### src/rtl/display_scanner.sv
// display_scanner: time-multiplexed scan controller for a 4-digit common-anode
// 7-segment display.
//
// Each digit slot has two phases. It starts with GAP_CYCLES blanked cycles and
// then shows the selected digit for the rest of the slot. digit_sel advances
// only when a new slot begins, so the anode switches while the segments are
// dark. New values are double-buffered: a load fills the shadow registers, and
// the shadow is copied to the active registers only at the digit 3 -> 0 wrap.
//
// Parameters:
//   DIGIT_CYCLES  clock cycles per digit slot (>= 2)
//   GAP_CYCLES    blanked cycles at the start of each slot (1..DIGIT_CYCLES-1)
// Ports:
//   clk, rst_n    clock; synchronous active-low reset
//   value_in[15:0] four hex nibbles; nibble i feeds digit i
//   dp_in[3:0]    decimal point per digit (1 = lit)
//   load          one-cycle strobe that captures value_in/dp_in into the shadow
//   pending       shadow holds a value that has not been applied yet
//   digit_sel[1:0] digit index for the 2-to-4 anode decoder
//   digit_on      high during the show phase
//   seg_n[6:0]    segments {g,f,e,d,c,b,a}, active-low
//   dp_n          decimal point, active-low
//   frame_tick    one-cycle pulse after the digit 3 -> 0 wrap
// Configuration:
//   LEADING_ZERO_BLANK_EN  when defined, leading zero digits (3..1) are blanked
//                          during the show phase
module display_scanner #(
  parameter int DIGIT_CYCLES = 50000,
  parameter int GAP_CYCLES   = 500
) (
  input  logic        clk,
  input  logic        rst_n,
  input  logic [15:0] value_in,
  input  logic [3:0]  dp_in,
  input  logic        load,
  output logic        pending,
  output logic [1:0]  digit_sel,
  output logic        digit_on,
  output logic [6:0]  seg_n,
  output logic        dp_n,
  output logic        frame_tick
);

  localparam int CW = $clog2(DIGIT_CYCLES);
  localparam logic [CW-1:0] LAST  = CW'(DIGIT_CYCLES - 1);
  localparam logic [CW-1:0] GAP_C = CW'(GAP_CYCLES);

  localparam logic [0:0] ST_GAP  = 1'b0;
  localparam logic [0:0] ST_SHOW = 1'b1;

  logic [CW-1:0] cnt, cnt_nxt;
  logic [0:0]    state, state_nxt;
  logic [1:0]    sel_nxt;
  logic [15:0]   act_val, sh_val, act_val_nxt;
  logic [3:0]    act_dp, sh_dp, act_dp_nxt;
  logic [3:0]    nib;
  logic [6:0]    seg_nxt;
  logic          dp_nxt, pend_nxt, last, wrap;

  function automatic logic [6:0] hex7(input logic [3:0] h);
    case (h)
      4'h0: hex7 = 7'h40;  4'h1: hex7 = 7'h79;  4'h2: hex7 = 7'h24;  4'h3: hex7 = 7'h30;
      4'h4: hex7 = 7'h19;  4'h5: hex7 = 7'h12;  4'h6: hex7 = 7'h02;  4'h7: hex7 = 7'h78;
      4'h8: hex7 = 7'h00;  4'h9: hex7 = 7'h10;  4'hA: hex7 = 7'h08;  4'hB: hex7 = 7'h03;
      4'hC: hex7 = 7'h46;  4'hD: hex7 = 7'h21;  4'hE: hex7 = 7'h06;  default: hex7 = 7'h0E;
    endcase
  endfunction

  // Outputs are registered from the next-state values so they change on the
  // same edge as the counter and state.
  always_comb begin
    last        = (cnt == LAST);
    wrap        = last && (digit_sel == 2'd3);
    cnt_nxt     = last ? '0 : cnt + 1'b1;
    state_nxt   = (cnt_nxt >= GAP_C) ? ST_SHOW : ST_GAP;
    sel_nxt     = last ? digit_sel + 2'd1 : digit_sel;
    act_val_nxt = (wrap && pending) ? sh_val : act_val;
    act_dp_nxt  = (wrap && pending) ? sh_dp  : act_dp;
    // A load on the wrap cycle keeps pending set for the next frame.
    pend_nxt    = load | (pending & ~wrap);
    nib         = act_val_nxt[{sel_nxt, 2'b00} +: 4];
    seg_nxt     = 7'h7F;
    dp_nxt      = 1'b1;
    if (state_nxt == ST_SHOW) begin
      seg_nxt = hex7(nib);
      dp_nxt  = ~act_dp_nxt[sel_nxt];
`ifdef LEADING_ZERO_BLANK_EN
      // Blank this digit if it and every higher nibble are zero; digit 0 stays.
      if (sel_nxt != 2'd0 && (act_val_nxt >> {sel_nxt, 2'b00}) == 16'h0000)
        seg_nxt = 7'h7F;
`endif
    end
  end

  always_ff @(posedge clk) begin
    if (!rst_n) begin
      cnt        <= '0;
      state      <= ST_GAP;
      digit_sel  <= 2'd0;
      act_val    <= '0;
      act_dp     <= '0;
      sh_val     <= '0;
      sh_dp      <= '0;
      pending    <= 1'b0;
      seg_n      <= 7'h7F;
      dp_n       <= 1'b1;
      frame_tick <= 1'b0;
    end else begin
      cnt        <= cnt_nxt;
      state      <= state_nxt;
      digit_sel  <= sel_nxt;
      act_val    <= act_val_nxt;
      act_dp     <= act_dp_nxt;
      pending    <= pend_nxt;
      seg_n      <= seg_nxt;
      dp_n       <= dp_nxt;
      frame_tick <= wrap;
      if (load) begin
        sh_val <= value_in;
        sh_dp  <= dp_in;
      end
    end
  end

  assign digit_on = (state == ST_SHOW);

endmodule

### config.mk
export PLATFORM = sky130hd
export DESIGN_NAME = display_scanner
export DESIGN_NICKNAME = d
export VERILOG_FILES = /design/src/rtl/display_scanner.sv
export SDC_FILE = /design/constraint.sdc
export NUM_CORES = 1
export LEC_CHECK = 0
export BUFFER_PORTS_ARGS = -buffer_cell sky130_fd_sc_hd__buf_4
export CAP_MARGIN = 5
export CORE_MARGIN = 3
export CORE_UTILIZATION = 25
export DETAILED_ROUTE_END_ITERATION = 7
export PLACE_DENSITY = 0.49
export SKIP_LAST_GASP = 1
export SYNTH_ARGS = -nofsm -noshare
export SYNTH_HDL_FRONTEND = slang
export SYNTH_SLANG_ARGS = --single-unit
### constraint.sdc
create_clock -name clk -period 4.33 [get_ports clk]
set_clock_uncertainty 0.2 [all_clocks]
set_input_delay 0.2165 -clock clk [delete_from_list [all_inputs] [get_ports clk]]
set_output_delay 0.2165 -clock clk [all_outputs]
set_load 0.02 [all_outputs]
==> metrics.cfg, run 1 <==
[outcome]
status=complete, no violations

[logic_synthesis]
syn_area_um2=3320
synth-edff-count=0
avgSynthCellArea_um2=9.06
synthTopCellsByCount=69 x dfxtp_1, 46 x nand2_1, 32 x mux2i_1
ys_async_sr_fraction=0
synth_warnings=0
yosysMostFrequentCell=dfxtp_1
ys_seq_area_frac=0.416
synth_ff_type=dfxtp_1
yosysTopAreaCell=dfxtp_1
synthCells=367
yosysTopAreaCellShare=0.416
ys_seq_elements=69
synth_area_leaders=dfxtp_1 42%, mux2i_1 9.6%, nand2_1 5.2%
synth.distinct_cells=50
synth_nets=397

[cts]
cts_tree=yes
cts.clk_slew.worst_paths_ns=0.05
cts_buffer_depth=2
cts_made_buffers=9
clock_latency_ns=0.32
cts_num_sinks=69
htreeDepth=3
root_buffer=clkbuf_16

[min_path]
hold_depth=2
min_path_type=in2reg

[placed_design]
routabilityCongestion=0.761
dp.cells=554
dp_hpwl_um=5160
portBuffers=35
dp_slack_ns=0.663

[global_routing]
met2_usage=0.151
grt.overflow.total=0
use_met1=0.155
grt_max_degree=48
grt_pass1_vias=2471
grtUsageTotal=0.107
use_met3=0.0308
grt_first_pass_wirelength_um=12600
grt_antenna_before_repair=0
top_usage_layer=met1

[sta]
finalMaxSlewViolations=0
timing.final.crit_share=0.850
final_hold_viol_count=0
setup_violations=0
post-route-min-period_ns=3.68
tns_ns=0
fin_ws_ns=0.651
rsz0062_at_grt=no
fmax_ghz=0.272
relSlewSlack=0.467
tightest_slew_ns=0.789

[floorplan]
die_w_um=121
dieArea_um2=14700
fp.dieH_um=121
start_util=0.259
rows=41
fp.coreArea_um2=12800
pin_count=36

[power]
power.density_nw_per_um2=339
max-vdd-ir-drop_v=0.000262
power.leakage_nw=1.58

[critical_path]
cp-start-kind=flip-flop
r2r_cells=11
required_ns=4.26
cp_max_fo=13
cp.arrival_ns=3.61
path_class=reg2reg
r2r_slack_ns=0.65
endpoint_kind=flip-flop

[cells_and_area]
nNetsFinal=443
drive_gt1_frac=0.146
syn2layout_area_growth_pct=26.0
final_cells=589
n_antenna_cell=0
fillCellCount=1367

[routing]
drt-vias-per-instance=4.53
initialDrtViolationCount=185
via_count=2670
first_pass_iters=4
ant_nets=0
drcViolationCount=0
wirelength_um=7470
wl_per_cell_um=12.7

[flow_run]
maxCapViolCount=0

==> metrics by stage <==
stage                util  hold WS, ns  power, mW  cell area [um2]
finish              0.327        0.150       1.42             4190
global route        0.327        0.178       1.48             4190
CTS                 0.327        0.153       1.44             4190
detailed placement  0.289        0.252      0.735             3710
global placement    0.289        0.245      0.734             3710
floorplan               -        0.186      0.708             3320
==> cells by family (layout without fill, tap and decap cells) <==
kind of cell,after synthesis,in the layout,synth area share
AO/OA/AOI/OAI,56,56,0.120
flip-flops,69,69,0.416
XOR/XNOR,17,17,0.0504
multiplexers,34,34,0.108
AND/OR/NAND/NOR,155,155,0.240
buffers and inverters,29,79,0.0403
adder cells (fa/ha/maj),7,7,0.0263
==> what timing repair did <==
action	CTS	global route
gates resized for setup	0	0
hold buffers	20	0
endpoints found under the hold margin	20	0
buffers inserted	0	0
==> sequential cells by signal, indices dropped and copies added (netlist names) <==
| name | flops |
|---|---|
| digit_on | 1 |
| pending | 1 |
| digit_sel | 2 |
| act_val | 16 |
| sh_val | 16 |
| act_dp | 4 |
| dp_n | 1 |
| frame_tick | 1 |
| cnt | 16 |
| sh_dp | 4 |
| seg_n | 7 |
==> layer usage <==
layer  wire [um]  up-vias
li1            -     1377
met1        3910     1237
met2        3070       48
met3         371        8
met4         112        0
met5           0        -
==> report_power, final <==
part | leakage [nW] | internal (mW) | switching (mW)
combinational | 0.876 | 0.0447 | 0.0282
clock | 0.139 | 0.431 | 0.254
sequential | 0.561 | 0.650 | 0.0121
==> worst max-delay path: stages (launching register included) <==
cell	delay, ns
dfxtp_1	0.37
ha_1	0.29
nand4b_1	0.25
or4_4	0.70
mux2_4	0.42
nor3_1	0.16
nor2_1	0.07
a32oi_2	0.31
inv_1	0.13
ha_1	0.26
mux2i_1	0.15
o221ai_1	0.17
==> cell usage in the layout, fill, tap and decap left out, types with 8 or more instances in the layout <==
cell type,instances
dfxtp_1,69
clkbuf_16,9
mux2i_1,32
o21ai_0,8
nor2b_1,25
nor3_1,9
nand2_1,46
xnor2_1,9
a21boi_0,16
nor2_1,29
buf_4,37
dlygate4sd3_1,20
a21oi_1,9
nand3_1,14
==> area by class of cell <==
class | instances | area [um2] | share of cell area
multi-input cells | 269 | 1810 | 0.432
repair buffers | 57 | 478 | 0.114
well taps | 172 | 215 | 0.0514
inverters | 7 | 26.3 | 0.00627
flip-flops and latches | 69 | 1380 | 0.330
clock buffers | 14 | 274 | 0.0654
clock inverters | 1 | 5.00 | 0.00119
==> worst paths after layout <==
check,start,end
setup / recovery,cnt[0],seg_n[4]
hold / removal,rst_n,act_val[11]
setup reg to reg,cnt[0],seg_n[4]
hold reg to reg,cnt[0],cnt[0]
No activity file was read; power rests on OpenSTA's default activity.
==> inputs of run 2 (changes only) <==
- ABC_AREA: unset -> 1
- PLACE_DENSITY: 0.49 -> 0.48
- clock period: 4.33 -> 3.7 ns (I/O delays scaled with it)
==> metrics.cfg, run 2 <==
[power]
power.density_nw_per_um2=399  ; was 339 nW/um2
intPower_mw=1.43  ; was 1.12 mW
power.leakage_nw=1.97  ; was 1.58 nW
pwr-share-seq=0.425  ; was 0.466
power.total_mw=1.82  ; was 1.42 mW
p_sw_uw=392  ; was 294 uW
swShare=0.215  ; was 0.207
power.share.clock=0.521  ; was 0.482
combinationalPowerShare=0.054  ; was 0.051
max-vdd-ir-drop_v=0.000179  ; was 0.000262 V

[cts]
cts.clk_slew.worst_paths_ns=0.06  ; was 0.05 ns
cts_num_sinks=69  ; unchanged
cts_made_buffers=9  ; unchanged
cts_tree=yes  ; unchanged
hold_buffers=35  ; was 20
cts-resized-gates=0  ; unchanged
htreeDepth=3  ; unchanged
root_buffer=clkbuf_16  ; unchanged
cts_buffer_depth=2  ; unchanged
clock_latency_ns=0.33  ; was 0.32 ns
post-cts-setup-buffers=0  ; unchanged

[logic_synthesis]
synth_nets=506  ; was 397
synth-edff-count=0  ; unchanged
synth_area_leaders=dfxtp_1 40%, nand2_1 11%, nor2_1 7.5%  ; was dfxtp_1 42%, mux2i_1 9.6%, nand2_1 5.2%
yosysMostFrequentCell=nand2_1  ; was dfxtp_1
synthCells=476  ; was 367
yosysTopAreaCellShare=0.398  ; was 0.416
synth_ff_type=dfxtp_1  ; unchanged
ys_async_sr_fraction=0  ; unchanged
ys_seq_area_frac=0.398  ; was 0.416
ys_seq_elements=69  ; unchanged
syn_area_um2=3470  ; was 3320 um2
avgSynthCellArea_um2=7.29  ; was 9.06 um2
synth.distinct_cells=32  ; was 50
synthTopCellsByCount=100 x nand2_1, 69 x dfxtp_1, 69 x nor2_1  ; was 69 x dfxtp_1, 46 x nand2_1, 32 x mux2i_1
yosysTopAreaCell=dfxtp_1  ; unchanged
synth_warnings=0  ; unchanged

[placed_design]
dp_hpwl_um=6110  ; was 5160 um
routabilityCongestion=0.776  ; was 0.761
portBuffers=35  ; unchanged

[flow_run]
maxCapViolCount=0  ; unchanged

[floorplan]
dieArea_um2=15300  ; was 14700 um2
die_w_um=124  ; was 121 um
fp.coreArea_um2=13400  ; was 12800 um2
fp.dieH_um=124  ; was 121 um
pin_count=36  ; unchanged
rows=42  ; was 41
start_util=0.259  ; about the same

[critical_path]
cp.arrival_ns=2.70  ; was 3.61 ns
required_ns=3.72  ; was 4.26 ns
crit_path_start=digit_sel[1]  ; was cnt[0]
endpoint=seg_n[5]  ; was seg_n[4]
cp_max_fo=12  ; was 13
r2r_slack_ns=1.02  ; was 0.65 ns
endpoint_kind=flip-flop  ; unchanged
r2r_cells=13  ; was 11
r2r_start=digit_sel[1]  ; was cnt[0]
cp-start-kind=flip-flop  ; unchanged
r2r-end=seg_n[5]  ; was seg_n[4]
path_class=reg2reg  ; unchanged

[cells_and_area]
fillCellCount=1453  ; was 1367
drive_gt1_frac=0.186  ; was 0.146
syn2layout_area_growth_pct=31.7  ; was 26.0%
top_regs=act_val: 16 flops, cnt: 16 flops, sh_val: 16 flops  ; unchanged
n_antenna_cell=0  ; unchanged
layout_commonest_cell=nand2_1  ; was dfxtp_1
nNetsFinal=574  ; was 443
layout_common_cells=100 x nand2_1, 69 x nor2_1, 69 x dfxtp_1, 49 x nand3_1, 42 x inv_1  ; was 69 x dfxtp_1, 46 x nand2_1, 37 x buf_4, 32 x mux2i_1, 29 x nor2_1

[sta]
timing.final.crit_share=0.725  ; was 0.850
final_hold_viol_count=0  ; unchanged
finalMaxSlewViolations=0  ; unchanged
post-route-min-period_ns=2.68  ; was 3.68 ns
relSlewSlack=0.454  ; was 0.467
rsz0062_at_grt=no  ; unchanged
tightest_slew_ns=0.819  ; was 0.789 ns
setup_violations=0  ; unchanged
fin_hold_ws_ns=0.00937  ; was 0.150 ns
fmax_ghz=0.373  ; was 0.272 GHz
tns_ns=0  ; unchanged

[routing]
first_pass_iters=4  ; unchanged
via_count=3125  ; was 2670
wirelength_um=8420  ; was 7470 um
drcViolationCount=0  ; unchanged
ant_nets=0  ; unchanged
drt-vias-per-instance=4.31  ; was 4.53
wl_per_cell_um=11.6  ; was 12.7 um
initialDrtViolationCount=201  ; was 185

[global_routing]
grt_pass1_vias=3025  ; was 2471
grt.overflow.total=0  ; unchanged
grt_first_pass_wirelength_um=14300  ; was 12600 um
grt_antenna_before_repair=0  ; unchanged
grtUsageTotal=0.118  ; was 0.107
grt_max_degree=32  ; was 48

[min_path]
min_path_type=in2reg  ; unchanged

[outcome]
status=complete, no violations  ; unchanged

==> run 2: critical path, stage by stage (launching register included) <==
cell and delay, ns:
dfxtp_1 0.38, ha_1 0.51, nand4_2 0.36, clkinv_2 0.15, nand2_1 0.09, nand3_1 0.09
nand3_1 0.09, nand2_2 0.12, inv_1 0.09, ha_1 0.23, nand2_2 0.09, o21ai_1 0.07
nand2_1 0.06, nand2_1 0.05
==> run 2: area by class of cell <==
| cell class | instances | area, um2 | area share |
|---|---|---|---|
| Clock buffer | 10 | 239 | 0.0522 |
| Clock inverter | 6 | 93.8 | 0.0205 |
| Inverter | 49 | 190 | 0.0416 |
| Multi-Input combinational cell | 344 | 1830 | 0.400 |
| Sequential cell | 69 | 1380 | 0.302 |
| Tap cell | 176 | 220 | 0.0481 |
| Timing Repair Buffer | 71 | 621 | 0.136 |
==> run 2: cells by family after synthesis <==
group                    share of synthesized area
buffers and inverters                       0.0753
XOR/XNOR                                    0.0252
adder cells (fa/ha/maj)                     0.0252
AO/OA/AOI/OAI                               0.0735
AND/OR/NAND/NOR                              0.403
flip-flops                                   0.398
==> run 2: worst min-delay path by stage <==
stage / start / end / slack (ns) / cells past startpoint
2_1_floorplan: dp_in[3] / sh_dp[3] / 0.12 / 2
3_3_place_gp: value_in[6] / sh_val[6] / 0.21 / 3
3_5_place_dp: value_in[14] / sh_val[14] / 0.21 / 3
4_1_cts: rst_n / sh_val[9] / 0.002 / 3
5_1_grt: rst_n / sh_val[11] / 0.03 / 3
6_report: rst_n / sh_val[9] / 0.009 / 3
==> run 2: per-stage QoR <==
stage	area (um2)	util	setup slack, ns	cells
after CTS	4570	0.341	0.941	725
after floorplan	3470	-	1.18	476
after global routing	4570	0.341	0.708	725
final	4570	0.341	1.02	725
after global placement	3890	0.290	1.02	674
after detailed placement	3890	0.290	0.962	674
==> run 2: layer usage <==
metal / GRT usage / up-vias / wire length [um] / share of wire
met3: 0.0327 / 10 / 355 / 0.042
met2: 0.187 / 51 / 3780 / 0.45
li1: - / 1670 / - / -
met1: 0.158 / 1394 / 4190 / 0.50
met5: 0 / - / 0 / 0
met4: 0.0332 / 0 / 96 / 0.011
==> run 2: power groups by stage <==
stage               clock network (mW)  registers [mW]  logic [mW]
global placement                     0           0.791      0.0665
detailed placement                   0           0.791      0.0668
finish                           0.950           0.775      0.0983
global route                      1.00           0.777       0.110
CTS                              0.978           0.775      0.0986
floorplan                            0           0.786      0.0383
